$ cat config.mk
export PLATFORM = sky130hd
export DESIGN_NAME = mul_share_arbiter
export DESIGN_NICKNAME = d
export VERILOG_FILES = /design/src/rtl/mul_arb_pkg.sv /design/src/rtl/mul_dual_unit.sv /design/src/rtl/mul_share_arbiter.sv
export SDC_FILE = /design/constraint.sdc
export NUM_CORES = 1
export LEC_CHECK = 0
export CAP_MARGIN = 20
export CORE_MARGIN = 2
export CORE_UTILIZATION = 25
export DETAILED_ROUTE_END_ITERATION = 8
export GPL_TIMING_DRIVEN = 0
export PLACE_DENSITY = 0.57
export RECOVER_POWER = 50
export SYNTH_ARGS = -nofsm -noshare
export SYNTH_HDL_FRONTEND = slang
export SYNTH_SLANG_ARGS = --single-unit
$ cat constraint.sdc
create_clock -name clk -period 8.8 [get_ports clk]
set_input_delay 2.2 -clock clk [delete_from_list [all_inputs] [get_ports clk]]
set_output_delay 2.2 -clock clk [all_outputs]
set_load 0.05 [all_outputs]
$ cat src/rtl/mul_arb_pkg.sv
// Shared types and helpers for the shared-multiplier arbiter.
// Ports: none (package).
// Provides the arbiter FSM state type and the requester-ID width helper.
package mul_arb_pkg;

  typedef enum logic [1:0] {
    IDLE = 2'd0,
    CALC = 2'd1,
    RESP = 2'd2
  } arb_state_t;

  // Width of a requester index; never narrower than one bit.
  function automatic int id_width(input int n);
    return (n < 2) ? 1 : $clog2(n);
  endfunction

endpackage

$ cat src/rtl/mul_dual_unit.sv
// Combinational W x W multiplier, unsigned or two's-complement per operation.
// Ports: a, b (W-bit operands), is_signed (1 = two's complement), prod (2W-bit product).
// Latency: zero cycles (pure combinational); no flow control.
module mul_dual_unit #(
  parameter int W = 4
) (
  input  logic [W-1:0]   a,
  input  logic [W-1:0]   b,
  input  logic           is_signed,
  output logic [2*W-1:0] prod
);

  logic [2*W-1:0] a_ext;
  logic [2*W-1:0] b_ext;

  // Extending to 2W bits (sign or zero) and keeping the low 2W bits of the
  // product gives the exact result in both modes, so a single multiplier
  // serves signed and unsigned requests.
  always_comb begin
    a_ext = is_signed ? {{W{a[W-1]}}, a} : {{W{1'b0}}, a};
    b_ext = is_signed ? {{W{b[W-1]}}, b} : {{W{1'b0}}, b};
    prod  = a_ext * b_ext;
  end

endmodule

$ cat src/rtl/mul_share_arbiter.sv
// Round-robin arbiter sharing one multiplier among NREQ requesters, one operation in flight.
// Ports: clk/reset (sync, active-high); req_valid/req_ready/req_a/req_b/req_signed request side;
//        rsp_valid/rsp_ready/rsp_prod/rsp_id response side; busy = not IDLE.
// Latency: grant in cycle N -> rsp_valid in N+2; response held until rsp_ready, then next grant.
module mul_share_arbiter
  import mul_arb_pkg::*;
#(
  parameter int NREQ = 4,
  parameter int W    = 4
) (
  input  logic                        clk,
  input  logic                        reset,
  input  logic [NREQ-1:0]             req_valid,
  output logic [NREQ-1:0]             req_ready,
  input  logic [NREQ*W-1:0]           req_a,
  input  logic [NREQ*W-1:0]           req_b,
  input  logic [NREQ-1:0]             req_signed,
  output logic                        rsp_valid,
  input  logic                        rsp_ready,
  output logic [2*W-1:0]              rsp_prod,
  output logic [id_width(NREQ)-1:0]   rsp_id,
  output logic                        busy
);

  localparam int IDW = id_width(NREQ);

  arb_state_t     state_q, state_d;
  logic [IDW-1:0] rr_ptr_q, rr_ptr_d;
  logic [IDW-1:0] winner;
  logic           found;
  logic           grant;

  logic [W-1:0]   op_a_q;
  logic [W-1:0]   op_b_q;
  logic           op_signed_q;
  logic [IDW-1:0] op_id_q;

  logic [2*W-1:0] prod_comb;
  logic [2*W-1:0] rsp_prod_q;
  logic [IDW-1:0] rsp_id_q;

  // Circular priority search: distance k from rr_ptr is scanned in order, so
  // the first active requester at or after the pointer wins.
  always_comb begin
    found  = 1'b0;
    winner = '0;
    for (int k = 0; k < NREQ; k++) begin
      for (int i = 0; i < NREQ; i++) begin
        if (!found && req_valid[i] && (((int'(rr_ptr_q) + k) % NREQ) == i)) begin
          found  = 1'b1;
          winner = IDW'(i);
        end
      end
    end
  end

  always_comb begin
    state_d   = state_q;
    rr_ptr_d  = rr_ptr_q;
    req_ready = '0;
    grant     = 1'b0;
    case (state_q)
      IDLE: begin
        if (found) begin
          req_ready[winner] = 1'b1;
          grant             = 1'b1;
          rr_ptr_d          = (winner == IDW'(NREQ - 1)) ? '0 : winner + 1'b1;
          state_d           = CALC;
        end
      end
      CALC: state_d = RESP;
      RESP: begin
        if (rsp_ready) begin
          state_d = IDLE;
        end
      end
      default: state_d = IDLE;
    endcase
    // No grant is offered while reset is being applied.
    if (reset) begin
      req_ready = '0;
    end
  end

  mul_dual_unit #(.W(W)) u_mul (
    .a         (op_a_q),
    .b         (op_b_q),
    .is_signed (op_signed_q),
    .prod      (prod_comb)
  );

  always_ff @(posedge clk) begin
    if (reset) begin
      state_q     <= IDLE;
      rr_ptr_q    <= '0;
      op_a_q      <= '0;
      op_b_q      <= '0;
      op_signed_q <= 1'b0;
      op_id_q     <= '0;
      rsp_prod_q  <= '0;
      rsp_id_q    <= '0;
    end else begin
      state_q  <= state_d;
      rr_ptr_q <= rr_ptr_d;
      if (grant) begin
        op_a_q      <= req_a[winner*W +: W];
        op_b_q      <= req_b[winner*W +: W];
        op_signed_q <= req_signed[winner];
        op_id_q     <= winner;
      end
      // Result registers load only in CALC, so they stay frozen through RESP.
      if (state_q == CALC) begin
        rsp_prod_q <= prod_comb;
        rsp_id_q   <= op_id_q;
      end
    end
  end

  assign rsp_valid = (state_q == RESP);
  assign busy      = (state_q != IDLE);
  assign rsp_prod  = rsp_prod_q;
  assign rsp_id    = rsp_id_q;

endmodule

Word-level counts from Yosys, hierarchy flattened
Index checks and enable logic that the tools add are counted.
{"block": "word_totals", "in_bits": 43, "ff_bits": 25, "elab_cells": 141, "out_inout_bits": 16}
{"block": "op_classes", "mux": 46, "shift": 2, "add_sub_neg": 4, "bitwise_logic": 3, "eq_ne": 17, "reduce_logical": 58, "n_lt_le_gt_ge": 2, "mul": 1}
{"operator": "32-bit zero test", "n": 4}
{"operator": "2-bit 2-to-1 mux", "n": 17}
{"operator": "1-bit logical AND", "n": 32}
{"operator": "16-bit by 5-bit variable part select with 4-bit output", "n": 2}
{"operator": "1-bit 2-to-1 mux", "n": 21}
{"operator": "3-bit == test (second input constant)", "n": 6}
{"operator": "8-bit 2-to-1 mux", "n": 2}
{"operator": "1-bit zero test", "n": 15}
{"operator": "4-bit 2-to-1 mux", "n": 3}
{"operator": "3-bit by 2-bit == test with 1-bit output (second input constant)", "n": 3}
{"operator": "2-bit == test (second input constant)", "n": 4}
{"operator": "8-bit by 8-bit multiplier with 8-bit output", "n": 1}
{"operator": "2-bit one-hot mux with 3 select lines", "n": 1}
{"operator": "2-bit OR reduction", "n": 3}
{"operator": "2-bit by 1-bit adder with 2-bit output (second input constant)", "n": 2}
{"operator": "2-bit adder (second input constant)", "n": 2}
{"operator": "2-bit by 1-bit == test with 1-bit output (second input constant)", "n": 2}
{"operator": "2-bit AND reduction", "n": 2}
{"operator": "1-bit bitwise AND (first input constant)", "n": 3}
{"operator": "2-bit by 3-bit less-than comparator with 1-bit output (second input constant)", "n": 1}
{"operator": "1-bit binary-select mux with 2-bit select", "n": 1}
{"operator": "1-bit demux with 2-bit select", "n": 1}
{"operator": "2-bit by 1-bit >= comparator with 1-bit output (second input constant)", "n": 1}
{"operator": "2-bit zero test", "n": 1}
{"operator": "other kinds (3)", "n": 3}

Longest topological paths before layout
{"block": "depth", "depth_word": 70, "depth_mapped": 15, "depth_no_buf": 15}

Modules after synthesis
A second synthesis with hierarchy kept.
{"block": "unflattened", "cells_unflattened": 228, "hier_area_um2": 2112.0}
{"mod": "mul_share_arbiter", "area_per_inst_um2": 1310.0, "cells_each": 140, "n_inst": 1, "seq_area_each_um2": 500.5}
{"mod": "mul_dual_unit", "area_per_inst_um2": 802.0, "cells_each": 88, "n_inst": 1, "seq_area_each_um2": 0.0}

Worst setup path before layout
No wires, ideal clock.
{"block": "synth_timing", "kind": "input to output", "from": "in req_valid[1]", "to": "out req_ready[3]", "required_ns": 6.600, "arrival_ns": 3.553, "cell_stages": 6, "n_path_buf": 1, "slack_ns": 3.047, "path_cell_list": "inv_1 a221o_1 a22oi_4 buf_6 ha_1 and2_1"}
{"block": "synth_between", "elab_chain_len": 66, "elab_cells_between_ends": 82, "cone_classes": "2 x order compare; 35 x mux; 45 x reduce/logical"}
{"item": "start, declared", "line_no": "mul_share_arbiter.sv:13", "source": "input logic [NREQ-1:0] req_valid,"}
{"item": "1-bit logical AND (2 in a row)", "line_no": "mul_share_arbiter.sv:49", "source": "if (!found && req_valid[i] && (((int'(rr_ptr_q) + k) % NREQ) == i)) begin"}
{"item": "1-bit 2-to-1 mux", "line_no": "mul_share_arbiter.sv:49"}
{"item": "1-bit zero test", "line_no": "mul_share_arbiter.sv:49"}
{"item": "1-bit logical AND (2 in a row)", "line_no": "mul_share_arbiter.sv:49"}
{"item": "1-bit 2-to-1 mux", "line_no": "mul_share_arbiter.sv:49"}
{"item": "1-bit zero test", "line_no": "mul_share_arbiter.sv:49"}
{"item": "1-bit logical AND (2 in a row)", "line_no": "mul_share_arbiter.sv:49"}
{"item": "1-bit 2-to-1 mux", "line_no": "mul_share_arbiter.sv:49"}
{"item": "[... 48 more ...]"}
{"item": "named net winner[0]", "line_no": "mul_share_arbiter.sv:29", "source": "logic [IDW-1:0] winner;"}
{"item": "2-bit by 3-bit less-than comparator with 1-bit output (implied by the code) or 2-bit by 1-bit >= comparator with 1-bit output (tied branches)", "line_no": "mul_share_arbiter.sv:65", "source": "req_ready[winner] = 1'b1;"}
{"item": "1-bit logical AND (implied by the code)", "line_no": "mul_share_arbiter.sv:65"}
{"item": "1-bit 2-to-1 mux (implied by the code)", "line_no": "mul_share_arbiter.sv:65"}
{"item": "1-bit demux with 2-bit select *", "line_no": "mul_share_arbiter.sv:65"}
{"item": "4-bit 2-to-1 mux *", "line_no": "mul_share_arbiter.sv:64", "source": "if (found) begin"}
{"item": "4-bit 2-to-1 mux *", "line_no": "mul_share_arbiter.sv:62", "source": "case (state_q)"}
{"item": "4-bit 2-to-1 mux *", "line_no": "mul_share_arbiter.sv:80", "source": "if (reset) begin"}
{"item": "end, declared", "line_no": "mul_share_arbiter.sv:14", "source": "output logic [NREQ-1:0] req_ready,"}
The timed path passes the listed nets; every way through them passes the cells marked *.

Final worst setup path
Ends and elaborated chain as after synthesis.

==> reports/metrics.cfg <==
[floorplan]
pin_count=59
dieArea_mm2=0.00915
dieHeight_um=95.6
initial_core_util_pct=25.7
coreArea_mm2=0.00818
rows=33
fp.dieW_um=95.6

[layout]
diodes=0
fillers=879
area_delta_synth_final_pct=35.6
final_cell_mix=clkdlybuf4s50_1, nand2_1, inv_1
final_common_cell=clkdlybuf4s50_1
drive_above_1_share_pct=3.01
design_area_mm2=0.00285
final_cells=404
fin_nets=375

[clocking]
cts_buffers=3
postCtsResizedCells=0
cts_setup_buffers=0
cts.sinks=25
root_buffer=clkbuf_8
clk_pin_slew_ns=0.09
clockBufferDepth=2
cts_hold_repair.buffers=0
h-tree-depth=1
cts_tree=built
clock_latency_ns=0.27

[global_route]
grt_pass1_wl_um=7870
grt_use_total_pct=10.9
grt_pass1_vias=1728
grt_max_degree=14
grt_antenna_before_repair=0
overflow=0

[synth]
synth-simple-area-share_pct=18.1
yosysUniqueCellTypes=31
yosys_warnings=0
synth-edff-count=0
syn_area_per_cell_um2=8.82
netlist_instances=238
synth_seq_area_share_pct=23.8
yosys.area.top_type_share_pct=23.8
synth_top_family_by_area=adder cells
synth_area_mm2=0.00210
async_flop_share_pct=0
yosys.area.top_type=dfxtp_1
synth_compound_area_share_pct=12.5
ys.flop_type=dfxtp_1
synth_area_leaders=dfxtp_1, ha_1, fa_1, mux2i_1, nand2_1
synthAdderAreaFrac_pct=23.4
synth-seq-cells=25
synthMuxAreaShare_pct=10.0
synth_fp_nets=313
yosys.area_share.xor_xnor_pct=4.83

[flow_run]
maxCapViolCount=0

[hold_path]
hold_start=rsp_prod[6]$_SDFFE_PP0N_
whs_endpoint=rsp_prod[6]$_SDFFE_PP0N_
hold_depth=2
hold_class=flop to flop

[worst_setup_path]
r2r_start=op_b_q[3]$_SDFFE_PP0P_
ff2ff_setup_slack_ns=5.00
worstSetupPathType=primary input to output pin
worst-r2r-cell-count=12
crit_path_end_kind=output pin
worst-path-max-fanout=11
cp.required_ns=6.60
arrival_ns=4.71
r2r-end=rsp_prod[7]$_SDFFE_PP0N_
worst_setup_path_start_kind=primary input

[routing]
drtIter0Drc=72
drt_wl_total_um=4720
routedWlPerCell_um=11.7
dr_total_vias=1762
first_pass_iters=4
vias_per_cell=4.36
ant_nets=0
route.detailed.drc=0

[place]
dp_hpwl_um=4080
routabilityCongestion=0.797
placed_area_mm2=0.00280
placed_cells=400
place.port_buffers=57

[timing]
tns_ns=0
finClkSkew_ns=0.00182
tightestPinTransition_ns=0.618
rsz0062_at_grt=false
period_minus_slack_ns=6.91
hold_violations=0
relSlewSlack_pct=58.7
fmax_mhz=145
post-route-period-util_pct=78.6
setup_viol=0
drv_slew=0

[power]
power_leakage_nw=1.30
p_per_area_mw_per_mm2=137
peakVddDrop_mv=0.0524

[outcome]
status=finished, final reports clean

worst max-delay path, cell delays in order:
cell             delay [ns]
clkdlybuf4s50_1        0.52
inv_1                  0.10
a221o_1                0.33
a22oi_4                0.25
buf_6                  0.21
ha_1                   0.18
and2_1                 0.13
clkdlybuf4s50_1        0.79
kinds of logic after synthesis:
family | count (synthesis)
adder cells (fa/ha/maj) | 32
AO/OA/AOI/OAI | 35
AND/OR/NAND/NOR | 78
XOR/XNOR | 10
buffers and inverters | 37
flip-flops | 25
multiplexers | 21
Yosys cell counts (3+ instances only):
library cell and number:
inv_1 27, a32o_1 9, dfxtp_1 25, nand2_1 34
and2_1 19, nor2_1 8, o21ai_0 3, ha_1 20
clkbuf_1 6, and3_1 4, mux2i_1 21, xnor2_1 8
fa_1 12, a21oi_1 15, nand3_1 4
state kept, by name, summed over array words and instances (netlist names):
signal / cells
rr_ptr_q: 2
op_b_q: 4
state_q: 2
rsp_prod: 8
op_signed_q: 1
op_id_q: 2
op_a_q: 4
rsp_id: 2
report_power, final:
part / internal, mW / total (mW) / switching, mW
sequential: 0.128 / 0.146 / 0.0179
combinational: 0.0804 / 0.171 / 0.0911
clock: 0.0325 / 0.0717 / 0.0392
through the flow:
| step | setup slack [ns] | hold WS, ns | utilization, % | power [mW] |
|---|---|---|---|---|
| after global placement | 1.88 | 0.443 | 34.3 | 0.321 |
| after global routing | 1.78 | 0.475 | 34.8 | 0.419 |
| after detailed placement | 1.87 | 0.448 | 34.3 | 0.323 |
| after floorplan | 3.05 | 0.428 | - | 0.265 |
| after CTS | 1.86 | 0.461 | 34.8 | 0.395 |
| final | 1.89 | 0.453 | 34.8 | 0.389 |
layout make-up:
type	count	area (um^2)	share of cell area [%]
Sequential cell	25	500	17.6
Tap cell	105	131	4.62
Clock buffer	4	45.0	1.58
Buffer	10	55.1	1.93
Timing Repair Buffer	57	571	20.0
Multi-Input combinational cell	176	1440	50.7
Inverter	27	101	3.56
worst max path at each step:
stage                     depth (start not counted)            to         start  slack [ns]
after global routing                              6  req_ready[2]  req_valid[0]        1.78
final                                             8  req_ready[3]  req_valid[1]        1.89
after global placement                            8  req_ready[3]  req_valid[1]        1.88
after CTS                                         8  req_ready[3]  req_valid[1]        1.86
after detailed placement                          8  req_ready[3]  req_valid[1]        1.87
after floorplan                                   6  req_ready[3]  req_valid[1]        3.05
routing by layer:
| metal | track usage, % | wire, um | up-vias |
|---|---|---|---|
| met2 | 17.2 | 2070 | 51 |
| met3 | 2.13 | 283 | 2 |
| met4 | 3.45 | 40 | 0 |
| met5 | 0 | 0 | - |
| li1 | - | - | 919 |
| met1 | 15.0 | 2330 | 790 |
No activity file was read; power rests on OpenSTA's default activity.
